## config.mk

```make
export PLATFORM = sky130hd
export DESIGN_NAME = uart_rx_flat
export DESIGN_NICKNAME = d
export VERILOG_FILES = /design/src/rtl/uart_pkg.sv /design/src/rtl/uart_rx_if.sv /design/src/rtl/uart_rx.sv /design/src/flat_wrapper.sv
export SDC_FILE = /design/constraint.sdc
export NUM_CORES = 1
export LEC_CHECK = 0
export CORE_MARGIN = 8
export CORE_UTILIZATION = 41
export CTS_BUF_LIST = sky130_fd_sc_hd__clkbuf_16
export DETAILED_ROUTE_END_ITERATION = 10
export GPL_TIMING_DRIVEN = 0
export PLACE_DENSITY_LB_ADDON = 0.25
export SYNTH_ARGS = -nofsm -noshare
export SYNTH_HDL_FRONTEND = slang
export SYNTH_SLANG_ARGS = --single-unit
```

## constraint.sdc

```tcl
create_clock -name clk -period 2.3 [get_ports clk]
set_input_delay 0.23 -clock clk [delete_from_list [all_inputs] [get_ports clk]]
set_output_delay 0.23 -clock clk [all_outputs]
set_load 0.02 [all_outputs]
```

## src/rtl/uart_pkg.sv

```systemverilog
// Shared UART definitions: receiver state encoding, default baud divisor and frame geometry.
package uart_pkg;

   localparam int unsigned BAUD_DIV_DEF = 2604;
   localparam int unsigned FRAME_BITS   = 10;
   localparam int unsigned DATA_W       = 8;
   localparam int unsigned SHREG_W      = DATA_W + 1;
   localparam int unsigned BAUD_CNT_W   = 12;
   localparam int unsigned BIT_CNT_W    = 4;
   localparam int unsigned BAUD_DIV_MAX = 4096;

   typedef enum logic {
      IDLE      = 1'b0,
      RECEIVING = 1'b1
   } rx_state_t;

endpackage

```

## src/rtl/uart_rx_if.sv

```systemverilog
// Receiver-side bundle: serial line and acknowledge in, byte / ready / framing-error out.
interface uart_rx_if;
   import uart_pkg::*;

   logic              RX;
   logic              clr_rdy;
   logic [DATA_W-1:0] rx_data;
   logic              rdy;
   logic              frm_err;

   modport master (input RX, input clr_rdy, output rx_data, output rdy, output frm_err);
   modport slave  (output RX, output clr_rdy, input rx_data, input rdy, input frm_err);

endinterface

```

## src/rtl/uart_rx.sv

```systemverilog
// 8N1 UART receiver: mid-bit sampling from a start-edge-aligned baud counter,
// byte presented with a sticky ready flag and a framing-error flag.
module uart_rx
   import uart_pkg::*;
#(
   parameter int unsigned BAUD_DIV = BAUD_DIV_DEF
) (
   input  logic      clk,
   input  logic      rst,
   uart_rx_if.master bus
);

   localparam int unsigned HALF_DIV = BAUD_DIV / 2;

   if (BAUD_DIV > BAUD_DIV_MAX || BAUD_DIV < 4) begin : g_bad_baud_div
      $error("uart_rx: BAUD_DIV must lie in 4..4096 to fit the 12-bit baud counter");
   end

   rx_state_t              state_q;
   logic                   rx_meta_q;
   logic                   rx_s_q;
   logic                   rx_q;
   logic [BAUD_CNT_W-1:0]  baud_cnt_q;
   logic [BIT_CNT_W-1:0]   bit_cnt_q;
   logic [SHREG_W-1:0]     shreg_q;
   logic [SHREG_W-1:0]     shreg_d;
   logic [DATA_W-1:0]      rx_data_q;
   logic                   rdy_q;
   logic                   frm_err_q;
   logic                   start_edge;
   logic                   sample;
   logic                   start_bit_unused;

   assign start_edge = rx_q & ~rx_s_q;
   assign sample     = (state_q == RECEIVING) && (baud_cnt_q == '0);
   assign shreg_d    = {rx_s_q, shreg_q[SHREG_W-1:1]};

   // The start bit drops out of the bottom of the shifter and is never consumed.
   assign start_bit_unused = shreg_q[0];

   assign bus.rx_data = rx_data_q;
   assign bus.rdy     = rdy_q;
   assign bus.frm_err = frm_err_q;

   always_ff @(posedge clk or posedge rst) begin
      if (rst) begin
         rx_meta_q  <= 1'b1;
         rx_s_q     <= 1'b1;
         rx_q       <= 1'b1;
         state_q    <= IDLE;
         baud_cnt_q <= '0;
         bit_cnt_q  <= '0;
         shreg_q    <= '0;
         rx_data_q  <= '0;
         rdy_q      <= 1'b0;
         frm_err_q  <= 1'b0;
      end else begin
         rx_meta_q <= bus.RX;
         rx_s_q    <= rx_meta_q;
         rx_q      <= rx_s_q;

         // Completion below overrides an acknowledge landing in the same cycle.
         if (bus.clr_rdy) begin
            rdy_q <= 1'b0;
         end

         case (state_q)
            IDLE: begin
               if (start_edge) begin
                  state_q    <= RECEIVING;
                  baud_cnt_q <= BAUD_CNT_W'(HALF_DIV - 1);
                  bit_cnt_q  <= '0;
                  rdy_q      <= 1'b0;
               end
            end

            RECEIVING: begin
               if (sample) begin
                  shreg_q    <= shreg_d;
                  bit_cnt_q  <= bit_cnt_q + BIT_CNT_W'(1);
                  baud_cnt_q <= BAUD_CNT_W'(BAUD_DIV - 1);
                  if ((bit_cnt_q == '0) && rx_s_q) begin
                     state_q <= IDLE;
                  end else if (bit_cnt_q == BIT_CNT_W'(FRAME_BITS - 1)) begin
                     state_q   <= IDLE;
                     rx_data_q <= shreg_d[DATA_W-1:0];
                     frm_err_q <= ~shreg_d[SHREG_W-1];
                     rdy_q     <= 1'b1;
                  end
               end else begin
                  baud_cnt_q <= baud_cnt_q - BAUD_CNT_W'(1);
               end
            end

            default: state_q <= IDLE;
         endcase
      end
   end

endmodule

```

## src/flat_wrapper.sv

```systemverilog
// flat-port wrapper written by rule: the top's interface ports become plain ports
module uart_rx_flat import uart_pkg::*;
#(
   parameter int unsigned BAUD_DIV = BAUD_DIV_DEF
)
  (clk, rst, bus_RX, bus_clr_rdy, bus_rx_data, bus_rdy, bus_frm_err);
  uart_rx_if bus_i ();
  input  logic clk;
  input  logic rst;
  input wire logic [$bits(bus_i.RX)-1:0] bus_RX;
  input wire logic [$bits(bus_i.clr_rdy)-1:0] bus_clr_rdy;
  output wire logic [$bits(bus_i.rx_data)-1:0] bus_rx_data;
  output wire logic [$bits(bus_i.rdy)-1:0] bus_rdy;
  output wire logic [$bits(bus_i.frm_err)-1:0] bus_frm_err;
  assign bus_i.RX = bus_RX;
  assign bus_i.clr_rdy = bus_clr_rdy;
  assign bus_rx_data = bus_i.rx_data;
  assign bus_rdy = bus_i.rdy;
  assign bus_frm_err = bus_i.frm_err;
  uart_rx #(.BAUD_DIV(BAUD_DIV)) u_core (.clk(clk), .rst(rst), .bus(bus_i));
endmodule
```

## Yosys cells after proc, flatten, opt, wreduce, memory -nomap -nowiden

Index checks and enable logic that the tools add are counted.

| storage, ports and cells | value |
|---|---|
| register bits after elaboration | 39 |
| bits of input ports | 4 |
| output and inout bits | 10 |

| operators by class | value |
|---|---|
| bitwise gates (word level) | 4 |
| reductions and logical operators | 7 |
| add/subtract/negate cells | 2 |
| equality and inequality tests | 3 |
| mux-type cells | 17 |

Operators with widths:

| cell | number |
|---|---|
| 2-to-1 mux 12 bit | 2 |
| one-hot mux 12 bit (2 select lines) | 1 |
| zero test 12 bit | 1 |
| subtractor 12 x 1 -> 12 bit, second input constant | 1 |
| 2-to-1 mux 1 bit | 9 |
| 2-to-1 mux 4 bit | 2 |
| one-hot mux 4 bit (2 select lines) | 1 |
| adder 4 x 1 -> 4 bit, second input constant | 1 |
| == test 4 bit, second input constant | 1 |
| zero test 4 bit | 1 |
| one-hot mux 1 bit (2 select lines) | 2 |
| AND reduction 2 bit | 2 |
| AND reduction 4 bit | 1 |
| NOT 1 bit | 3 |
| logical AND 1 bit | 2 |
| != test 2 x 1 -> 1 bit, second input constant | 1 |
| != test 2 bit, second input constant | 1 |
| bitwise AND 1 bit | 1 |

## Longest topological paths before layout

| logic depth | value |
|---|---|
| depth after elaboration | 5 |
| mapped depth | 7 |
| depth with buffers taken out | 6 |

## Least setup slack after synthesis

OpenSTA, ideal clock, no wires.

| timing | value |
|---|---|
| kind | register to register |
| from | register u_core.baud_cnt_q[0] |
| to | register u_core.frm_err_q (netlist: u_core.bus.frm_err) |
| path buffers | 0 |
| required time | 2.175 ns |
| cell stages (with the launch flop) | 7 |
| arrival time | 1.919 ns |
| clock period less this slack | 2.044 ns |
| setup slack | 0.256 ns |
| path through | dfrtp_1 inv_1 ha_1 nor4b_2 nand4_4 nor3_4 mux2_2 |

| between the ends | value |
|---|---|
| longest elaborated chain between the ends | 3 |

RTL lines:

| what | line | source |
|---|---|---|
| start, declared | uart_rx.sv:23 | `logic [BAUD_CNT_W-1:0] baud_cnt_q;` |
| start signal, assigned | uart_rx.sv:71 | `baud_cnt_q <= BAUD_CNT_W'(HALF_DIV - 1);` |
| start signal, assigned | uart_rx.sv:81 | `baud_cnt_q <= BAUD_CNT_W'(BAUD_DIV - 1);` |
| start signal, assigned | uart_rx.sv:91 | `baud_cnt_q <= baud_cnt_q - BAUD_CNT_W'(1);` |
| zero test 12 bit | uart_rx.sv:35 | `assign sample = (state_q == RECEIVING) && (baud_cnt_q == '0);` |
| logical AND 1 bit | uart_rx.sv:35 |  |
| AND reduction 4 bit (no line) | -- |  |
| end signal, assigned | uart_rx.sv:87 | `frm_err_q <= ~shreg_d[SHREG_W-1];` |
| end, declared | uart_rx.sv:29 | `logic frm_err_q;` |

Every way passes these cells.
A chain may end at the register's enable or synchronous reset.

## Worst setup path after layout

| timing | value |
|---|---|
| from | register u_core.baud_cnt_q[4] |
| to | register u_core.rx_data_q[7] (netlist: u_core.bus.rx_data[7]) |

| between the ends | value |
|---|---|
| longest elaborated chain between the ends | 3 |

RTL lines:

| what | line | source |
|---|---|---|
| zero test 12 bit | uart_rx.sv:35 |  |
| logical AND 1 bit | uart_rx.sv:35 |  |
| AND reduction 4 bit (no line) | -- |  |
| end signal, assigned | uart_rx.sv:86 | `rx_data_q <= shreg_d[DATA_W-1:0];` |
| end, declared | uart_rx.sv:27 | `logic [DATA_W-1:0] rx_data_q;` |

Every way passes these cells.

==> results.cfg <==
[status]
status = complete, no violations

[grt]
grt_max_degree = 26
grt_util_all_layers_pct = 12.2
overflow = 0
grt_pass1_wl_mm = 6.02
grt_pass1_vias = 1219
grt_antenna_before_repair = 0

[timing]
finalCriticalPeriod_ns = 2.13
setup_viol = 0
timing.slew.headroom_pct = 56.0
slew_viol_final = 0
tightest_slew_ns = 0.660
tns_ns = 0
skew_ns = 0.00546
hold_violations = 0
fmax_ghz = 0.469
fin_crit_sh_pct = 92.8
rsz0062_at_grt = false
hold_ws_ns = 0.327

[placement]
dp.cells = 209
dp_hpwl_mm = 2.46
io_buffers = 13
routabilityCongestion = 0.843
placed_cell_area_sq_um = 1950

[synthesis]
ys_types = 34
synthFlopType = dfrtp_1
synth_edf_count = 0
ys_seq_area_share_pct = 55.2
yosys_register_bits = 38
synth.avg_cell_area_sq_um = 11.9
yosysWarnings = 0
synth_top_area_share_pct = 50.6
async_flop_share_pct = 100
synth_area_sq_um = 1730
synth.area.top_cells = dfrtp_1 51%, mux2_2 10%, dfstp_2 4.6%
syn_nets = 154
synth_top_area_cell = dfrtp_1
netlist_instances = 145

[pwr]
power_frac_comb_pct = 17.4
p_seq_share_pct = 43.2
switching_share_pct = 28.4
internal_power_w = 0.00158
cellPowerDensity_nw_per_um2 = 1020
power_w = 0.00221
irDropWorstVdd_v = 0.000629
p_clk_share_pct = 39.4
p_sw_w = 0.000627
power_leakage_nw = 0.958

[final_layout]
drive_gt1_share_pct = 20.2
final_common_cell = dfrtp_1
nets = 176
final_cell_mix = 35 x dfrtp_1, 16 x mux2_2, 13 x clkdlybuf4s50_1
fillers = 337
num_antenna_cells = 0
seq_area_sq_um = 955
multiInputGateArea_sq_um = 739
instances_no_fill = 218
fin_area_sq_um = 2170
syn_to_final_growth_pct = 25.3

[worst_setup_path]
crit_path_max_incr_delay_ns = 0.52
cp.depth = 5
cp_slowest_cell = nor4_4
r2r_setup_slack_ns = 0.17
critPathBufInv = 1
crit_path_end_kind = flip-flop
critical_path_class = flip-flop to flip-flop
reg2reg_depth = 5
crit_family = simple AND/OR/NAND/NOR gates
cp_max_fo = 10
crit_arrival_ns = 2.29
reg2reg_from = u_core.baud_cnt_q[4]
cp_data_required_time_ns = 2.46
rr_endpoint = u_core.bus.rx_data[7]
crit_chain = nor4_4 -> nand4_4 -> nor3_4 -> buf_12 -> mux2_2
startpoint_type = flip-flop

[clocking]
clock_sinks = 38
clkTransAtPathRegs_ns = 0.06
cts_root_buf = clkbuf_16
hold_buffers = 0
cts.htree.levels = 2
clockBufferDepth = 2
cts-buffers-inserted = 5
cts_tree = built
clkLatencyLatePin_ns = 0.28

[die]
rows = 23
die_x_microns = 81.0
ios = 14
die_y_microns = 81.0
die_area_sq_um = 6560
fp.coreArea_sq_um = 4030
initial_core_util_pct = 43.0

[routing]
wl_mm = 3.50
drt_iter0_drc = 119
viasPerCell = 5.63
drc = 0
ant_nets = 0
drtPass1Iterations = 4
vias = 1228
wire_per_inst_microns = 16.1

[hold_path]
hp-class = input port to asynchronous set/reset pin

[job]
cap_violations = 0
-- timing repair --
item | in CTS | in global routing
buffers inserted | 1 | 0
resized for setup | 0 | 1
endpoints found under the setup margin | 9 | 10
pin swaps | 1 | 0
-- metrics by stage --
step	util [%]	worst slack [ns]
floorplan	-	0.256
global placement	47.7	-0.0145
detailed placement	48.4	-0.0700
CTS	53.6	0.131
global route	53.8	0.0194
finish	53.8	0.167
-- cell type report --
class                   count  share of cell area (%)
plain buffers               3                   0.519
clock buffers               5                    5.77
clock inverters             3                    2.94
inverters                   9                    1.56
multi-input cells          95                    34.1
flip-flops and latches     38                    44.0
well taps                  50                    2.89
repair buffers             15                    8.19
-- Yosys cell counts (all sizes together) (2+ instances only) --
| library cell | n |
|---|---|
| mux2 | 16 |
| a21oi | 8 |
| and3 | 3 |
| dfstp | 3 |
| inv | 9 |
| or3 | 2 |
| nand3 | 8 |
| nor3 | 4 |
| dfrtp | 35 |
| o21ai | 8 |
| clkbuf | 3 |
| nor2 | 2 |
| o211ai | 2 |
| or4 | 6 |
| nand2 | 9 |
| ha | 5 |
| nor4 | 3 |
| o311ai | 3 |
| nand4 | 2 |
| o31ai | 4 |
-- logic make-up after synthesis --
kind of cell / count (synthesis) / synth area share, %
and+or+nand+nor: 42 / 16.4
DFF: 38 / 55.2
AOI/OAI and AO/OA: 32 / 11.8
muxes: 16 / 10.4
buffers and inverters: 12 / 2.60
adders and majority gates: 5 / 3.62
-- layer usage --
| metal | wire length (microns) | vias to the layer above | track usage, % |
|---|---|---|---|
| met5 | 0 | - | 0 |
| met4 | 85 | 0 | 6.25 |
| met3 | 172 | 6 | 4.97 |
| met2 | 1660 | 20 | 18.4 |
| met1 | 1580 | 617 | 14.8 |
| li1 | - | 585 | - |
-- state kept, by name, indices dropped and copies added, names as in the netlist, 4 cells and up --
name	count
u_core.baud_cnt_q	12
u_core.bus.rx_data	8
u_core.shreg_q	8
u_core.bit_cnt_q	4
-- power groups by stage --
stage	clock network, W	registers [W]	logic [W]
after CTS	0.000884	0.000943	0.000380
after detailed placement	0	0.000953	0.000375
after global placement	0	0.000939	0.000342
final	0.000870	0.000953	0.000384
after global routing	0.000921	0.000974	0.000446
after floorplan	0	0.000912	0.000296
-- worst max path at each step --
stage / startpoint / to
after global routing: u_core.baud_cnt_q[4] / u_core.state_q
after detailed placement: u_core.baud_cnt_q[0] / u_core.bus.rx_data[7]
after floorplan: u_core.baud_cnt_q[0] / u_core.bus.frm_err
after CTS: u_core.baud_cnt_q[0] / u_core.bus.rx_data[3]
final: u_core.baud_cnt_q[4] / u_core.bus.rx_data[7]
after global placement: u_core.baud_cnt_q[0] / u_core.bus.rx_data[6]
Note: power is estimated with default switching activity, not from simulation.
